[config.mk]
export PLATFORM = sky130hd
export DESIGN_NAME = decimating_frame_writer
export DESIGN_NICKNAME = d
export VERILOG_FILES = /design/src/rtl/decimating_frame_writer.sv
export SDC_FILE = /design/constraint.sdc
export NUM_CORES = 1
export LEC_CHECK = 0
export ABC_CLOCK_PERIOD_IN_PS = 2000
export CORE_MARGIN = 1.5
export CORE_UTILIZATION = 42
export CTS_CLUSTER_DIAMETER = 50
export DETAILED_ROUTE_END_ITERATION = 10
export PLACE_DENSITY = 0.74
export REMOVE_ABC_BUFFERS = 1
export SYNTH_ARGS = -nofsm -noshare
export SYNTH_HDL_FRONTEND = slang
export SYNTH_SLANG_ARGS = --single-unit
[constraint.sdc]
create_clock -name clk_in -period 2 [get_ports clk_in]
set_input_delay 0.5 -clock clk_in [delete_from_list [all_inputs] [get_ports clk_in]]
set_output_delay 0.5 -clock clk_in [all_outputs]
set_load 0.05 [all_outputs]
[src/rtl/decimating_frame_writer.sv]
// decimating_frame_writer
//
// Decimates the reconstructed camera pixel stream by 2^DECIM_LOG2 in both axes and
// writes the kept pixels into a dual-port frame-buffer BRAM. Write addresses come from
// the pixel coordinates, so a dropped pixel cannot shift the stored image. It supports
// continuous and single-shot capture, optional horizontal mirroring, frame-complete
// reporting and, with FRAME_WRITER_PINGPONG_EN defined, ping-pong buffer selection.
//
// Ports:
//   clk_in, rst_in          camera clock, asynchronous active-low reset
//   continuous_in           level: capture every frame while high
//   arm_in                  pulse: capture exactly one frame
//   mirror_in               level: store the image horizontally mirrored (per pixel)
//   pixel_*_in              pixel strobe, coordinates and data
//   wr_en/addr/data_out     registered BRAM write port (1 cycle after the input pixel)
//   frame_done_out          pulse on the last write of a complete frame
//   busy_out                high while waiting for SOF or capturing
//   frame_count_out         completed frames, wraps at 256
//   rd_buf_out              buffer holding the newest complete frame (0 without ping-pong)
//
// Macro FRAME_WRITER_PINGPONG_EN adds the buffer-select bit as the address MSB.
module decimating_frame_writer #(
    parameter int unsigned PIXEL_WIDTH = 16,
    parameter int unsigned H_ACTIVE    = 1280,
    parameter int unsigned V_ACTIVE    = 720,
    parameter int unsigned DECIM_LOG2  = 2,
    localparam int unsigned OUT_W      = H_ACTIVE >> DECIM_LOG2,
    localparam int unsigned OUT_H      = V_ACTIVE >> DECIM_LOG2,
    localparam int unsigned FB_DEPTH   = OUT_W * OUT_H,
    localparam int unsigned ADDR_W     = $clog2(FB_DEPTH),
`ifdef FRAME_WRITER_PINGPONG_EN
    localparam int unsigned PP         = 1
`else
    localparam int unsigned PP         = 0
`endif
) (
    input  logic                   clk_in,
    input  logic                   rst_in,
    input  logic                   continuous_in,
    input  logic                   arm_in,
    input  logic                   mirror_in,
    input  logic                   pixel_valid_in,
    input  logic [10:0]            pixel_hcount_in,
    input  logic [9:0]             pixel_vcount_in,
    input  logic [PIXEL_WIDTH-1:0] pixel_data_in,
    output logic                   wr_en_out,
    output logic [ADDR_W+PP-1:0]   wr_addr_out,
    output logic [PIXEL_WIDTH-1:0] wr_data_out,
    output logic                   frame_done_out,
    output logic                   busy_out,
    output logic [7:0]             frame_count_out,
    output logic                   rd_buf_out
);

    // Low coordinate bits that must be zero for a pixel to survive decimation.
    localparam logic [10:0] H_MASK = 11'((1 << DECIM_LOG2) - 1);
    localparam logic [9:0]  V_MASK = 10'((1 << DECIM_LOG2) - 1);

    typedef enum logic [1:0] {StIdle, StWaitSof, StCapture} state_e;

    state_e                 state_q, state_d;
    logic                   wr_en_q, wr_en_d;
    logic [ADDR_W+PP-1:0]   wr_addr_q, wr_addr_d;
    logic [PIXEL_WIDTH-1:0] wr_data_q, wr_data_d;
    logic                   frame_done_q, frame_done_d;
    logic                   busy_q, busy_d;
    logic [7:0]             frame_count_q, frame_count_d;
`ifdef FRAME_WRITER_PINGPONG_EN
    logic                   wr_sel_q, wr_sel_d;
    logic                   rd_buf_q, rd_buf_d;
`endif

    logic              sof, keep, last, write;
    logic [10:0]       x, col;
    logic [9:0]        y;
    logic [ADDR_W-1:0] addr_lin;

    assign sof  = pixel_valid_in && (pixel_hcount_in == '0) && (pixel_vcount_in == '0);
    assign keep = pixel_valid_in
               && (32'(pixel_hcount_in) < H_ACTIVE) && (32'(pixel_vcount_in) < V_ACTIVE)
               && ((pixel_hcount_in & H_MASK) == '0) && ((pixel_vcount_in & V_MASK) == '0);

    assign x        = pixel_hcount_in >> DECIM_LOG2;
    assign y        = pixel_vcount_in >> DECIM_LOG2;
    assign col      = mirror_in ? 11'(OUT_W - 1) - x : x;
    assign addr_lin = ADDR_W'(32'(col) + OUT_W * 32'(y));
    // Frame completion is judged on the unmirrored raster position.
    assign last     = keep && (32'(x) == OUT_W - 1) && (32'(y) == OUT_H - 1);

    always_comb begin
        state_d       = state_q;
        write         = 1'b0;
        frame_done_d  = 1'b0;
        frame_count_d = frame_count_q;
`ifdef FRAME_WRITER_PINGPONG_EN
        wr_sel_d      = wr_sel_q;
        rd_buf_d      = rd_buf_q;
`endif
        unique case (state_q)
            StIdle: begin
                if (continuous_in || arm_in) state_d = StWaitSof;
            end
            StWaitSof: begin
                if (sof) begin
                    write   = 1'b1;
                    state_d = StCapture;
                end
            end
            StCapture: begin
                // A SOF here is a kept pixel that is not last: the frame simply
                // restarts at address 0 with nothing else to undo.
                if (keep) begin
                    write = 1'b1;
                    if (last) begin
                        frame_done_d  = 1'b1;
                        frame_count_d = frame_count_q + 8'd1;
`ifdef FRAME_WRITER_PINGPONG_EN
                        wr_sel_d      = ~wr_sel_q;
                        rd_buf_d      = wr_sel_q;
`endif
                        state_d       = continuous_in ? StWaitSof : StIdle;
                    end
                end
            end
            default: state_d = StIdle;
        endcase

        wr_en_d   = write;
        wr_addr_d = wr_addr_q;
        wr_data_d = wr_data_q;
        if (write) begin
`ifdef FRAME_WRITER_PINGPONG_EN
            wr_addr_d = {wr_sel_q, addr_lin};
`else
            wr_addr_d = addr_lin;
`endif
            wr_data_d = pixel_data_in;
        end
        busy_d = (state_d != StIdle);
    end

    always_ff @(posedge clk_in or negedge rst_in) begin
        if (!rst_in) begin
            state_q       <= StIdle;
            wr_en_q       <= 1'b0;
            wr_addr_q     <= '0;
            wr_data_q     <= '0;
            frame_done_q  <= 1'b0;
            busy_q        <= 1'b0;
            frame_count_q <= '0;
`ifdef FRAME_WRITER_PINGPONG_EN
            wr_sel_q      <= 1'b0;
            rd_buf_q      <= 1'b0;
`endif
        end else begin
            state_q       <= state_d;
            wr_en_q       <= wr_en_d;
            wr_addr_q     <= wr_addr_d;
            wr_data_q     <= wr_data_d;
            frame_done_q  <= frame_done_d;
            busy_q        <= busy_d;
            frame_count_q <= frame_count_d;
`ifdef FRAME_WRITER_PINGPONG_EN
            wr_sel_q      <= wr_sel_d;
            rd_buf_q      <= rd_buf_d;
`endif
        end
    end

    assign wr_en_out       = wr_en_q;
    assign wr_addr_out     = wr_addr_q;
    assign wr_data_out     = wr_data_q;
    assign frame_done_out  = frame_done_q;
    assign busy_out        = busy_q;
    assign frame_count_out = frame_count_q;
`ifdef FRAME_WRITER_PINGPONG_EN
    assign rd_buf_out      = rd_buf_q;
`else
    assign rd_buf_out      = 1'b0;
`endif

endmodule

==> impl_metrics.ini <==
[drt]
via_count = 2509
drtAntennaViolNets = 0
drt_iter0_drc = 96
wl_mm = 7.70
route.detailed.vias_per_inst = 5.11
avgRoutedWirePerCell_um = 15.7
drc = 0
drtPass1Iterations = 4

[critical_path]
crit_path_top_delay_cell = fa_1
slowest_delay_ns = 0.50
crit_required_ns = 2.19
worstPathArrival_ns = 2.43
critPathMaxFanout = 3
path_buf_inv = 4
critPathCaptureType = register
cpMostUsedCell = ha_4
cp_top_family = adder cells
crit_type = in2reg
start_kind = input port
crit_chain = buf_8 -> ha_4 -> ha_4 -> inv_2 -> fa_1 -> inv_2 -> ha_4 -> buf_6 -> a21o_1 -> nand4_1 -> xnor2_1 -> o21ai_1

[grt]
grt_overflow = 0
grt_pass1_vias = 2620
grt_max_degree = 46
track_usage_pct = 22.1
grt_antenna_before_repair = 0
grt_pass1_wl_mm = 12.5

[power_and_ir_drop]
peakVddDrop_mv = 0.378
power_leakage_nw = 2.46
power_density_nw_per_um2 = 529
power_mw = 2.50

[floorplan]
dieArea_um2 = 6860
start_util_pct = 44.4
rows = 28
die_h_um = 82.8
pin_count = 87
die_w_um = 82.8
core_um2 = 6030

[layout]
final.fill_count = 372
drive_above_1_share_pct = 45.9
fin_area_um2 = 4720
fin_nets = 486
antennaDiodeCount = 0
area_growth_pct = 76.2

[run]
drv_cap = 0

[synthesis]
ys_seq_area_share_pct = 42.1
ys.flop_type = dfrtp_1
syn_avg_cell_area_um2 = 10.4
synth_edf_count = 0
syn_area_um2 = 2680
synth-async-reset-ratio_pct = 100
synth_cell_types = 45
ys_ff_latch = 45
ys_warn_count = 0
syn_inst = 257

[sta]
hold_viol_final = 0
rsz0062_at_grt = yes
clock.fmax_mhz = 447
finalSetupViolCount = 17
setup_tns_ns = -2.13
period_minus_slack_ns = 2.24
maxSlewViolCount = 0
finClkSkew_ns = 0.00550
period_share_pct = 112
tightest_slew_ns = 0.558
slew_headroom_pct = 62.8
setup_slack_ns = -0.235

[clocking]
clock_sinks = 45
clk_latency_ns = 0.30
path_clk_slew_ns = 0.08
numCtsBuffers = 5
clk_path_buf_depth = 2
cts-htree-levels = 2
clock_tree.root_cell = clkbuf_8
cts_hold_buffers = 0
cts_tree = yes

[placed_design]
finalWeightedCongestion = 0.880
postPlaceCellArea_um2 = 3970
hpwlAfterDp_mm = 4.98
io_buffers = 85

[run_status]
violations = setup timing
outcome = finished with violations

[hold_path]
hold_class = in2async
-- area by class of cell --
| class | instances | area (µm²) | share of cell area, % |
|---|---|---|---|
| clock buffers | 5 | 68.8 | 1.46 |
| clock inverters | 2 | 35.0 | 0.743 |
| inverters | 18 | 75.1 | 1.59 |
| multi-input cells | 187 | 1840 | 38.9 |
| flip-flops and latches | 45 | 1130 | 23.9 |
| well taps | 75 | 93.8 | 1.99 |
| repair buffers | 159 | 1480 | 31.4 |
-- cell usage in the layout, fill, tap and decap left out, drive strengths merged, types with 5 or more instances in the layout --
master         synthesis  final
inv                   18     18
nand4                  6      6
mux2                  19     19
clkbuf                 3      8
nand2                 25     25
buf                    4    108
clkdlybuf4s50          0     31
xnor2                 24     24
o21ai                 23     23
ha                    25     25
nor2                  10     10
dfrtp                 45     45
dlymetal6s2s           0      8
a21oi                  9      9
dlygate4sd2            0      5
-- per-layer routing --
metal  vias to the layer above  wire (µm)  global-route usage (%)
li1                       1218          -                       -
met1                      1205       3320                    26.5
met2                        71       3940                    40.4
met3                        15        285                    4.27
met4                         0        149                    5.61
met5                         -          0                       0
-- Yosys cell counts, drive strengths merged, types with 2 or more instances --
cell type / number / area, µm²
a211oi: 3 / 22.5
a21o: 2 / 15.0
a21oi: 9 / 45.0
a31oi: 2 / 12.5
and3: 2 / 17.5
buf: 4 / 25.0
clkbuf: 3 / 11.3
dfrtp: 45 / 1130
fa: 2 / 40.0
ha: 25 / 313
inv: 18 / 67.6
mux2: 19 / 214
nand2: 25 / 93.8
nand3: 4 / 20.0
nand4: 6 / 43.8
nor2: 10 / 37.5
nor3: 4 / 31.3
nor3b: 2 / 15.0
nor4: 3 / 18.8
o21ai: 23 / 115
o21bai: 3 / 22.5
or4: 2 / 18.8
xnor2: 24 / 210
-- flip-flops by register name, summed over array words and instances (netlist names) --
| name | flops |
|---|---|
| wr_data_out | 16 |
| busy_out | 1 |
| wr_en_out | 1 |
| wr_addr_out | 16 |
| frame_count_out | 8 |
| state_q | 2 |
| frame_done_out | 1 |
-- final timing paths --
| check | start | endpoint | slack (ns) | cells past startpoint |
|---|---|---|---|---|
| setup / recovery | pixel_vcount_in[3] | wr_addr_out[15] | -0.24 | 12 |
| hold / removal | rst_in | wr_data_out[13] | 0.28 | 2 |
| setup reg to reg | state_q[0] | wr_data_out[5] | 0.12 | 7 |
| min in group clk_in | frame_count_out[7] | frame_count_out[7] | 0.47 | 1 |
| max in group asynchronous | rst_in | wr_data_out[0] | 1.35 | 2 |
| hold reg to reg | frame_count_out[7] | frame_count_out[7] | 0.47 | 1 |
-- worst reg2reg max path: cells and delay by family (launching register included) --
kind / cells / cell delay, ns
AOI/OAI and AO/OA: 1 / 0.27
muxes: 1 / 0.30
adders and majority gates: 1 / 0.28
DFF: 1 / 0.38
buffers and inverters: 2 / 0.34
and+or+nand+nor: 2 / 0.19
-- per-stage QoR --
stage | worst slack, ns | std cells | utilization (%) | hold WS [ns]
global placement | -1.07 | 466 | 65.8 | 0.460
floorplan | -2.35 | 250 | - | 0.204
global route | -0.351 | 491 | 78.3 | 0.326
detailed placement | -1.12 | 466 | 65.8 | 0.469
CTS | -0.306 | 484 | 74.5 | 0.302
finish | -0.235 | 491 | 78.3 | 0.283
-- report_power, final --
| part | total [mW] | internal, mW | leakage [nW] | switching (mW) |
|---|---|---|---|---|
| combinational | 0.889 | 0.461 | 1.78 | 0.428 |
| clock | 0.667 | 0.363 | 0.0540 | 0.304 |
| sequential | 0.941 | 0.930 | 0.623 | 0.0112 |
| total | 2.50 | 1.75 | 2.46 | 0.743 |
-- cell families after synthesis --
kind of cell	share of synthesized area (%)
adder cells (fa/ha/maj)	13.2
flip-flops	42.1
XOR/XNOR	8.18
multiplexers	7.99
buffers and inverters	3.88
AO/OA/AOI/OAI	10.9
AND/OR/NAND/NOR	13.6
other	0.140
-- repair_timing --
item,CTS,global route
resized for setup,143,62
setup endpoints to repair,45,49
pin swaps,38,30
gates cloned,3,1
buffers inserted,9,7
Note: power is estimated with default switching activity, not from simulation.
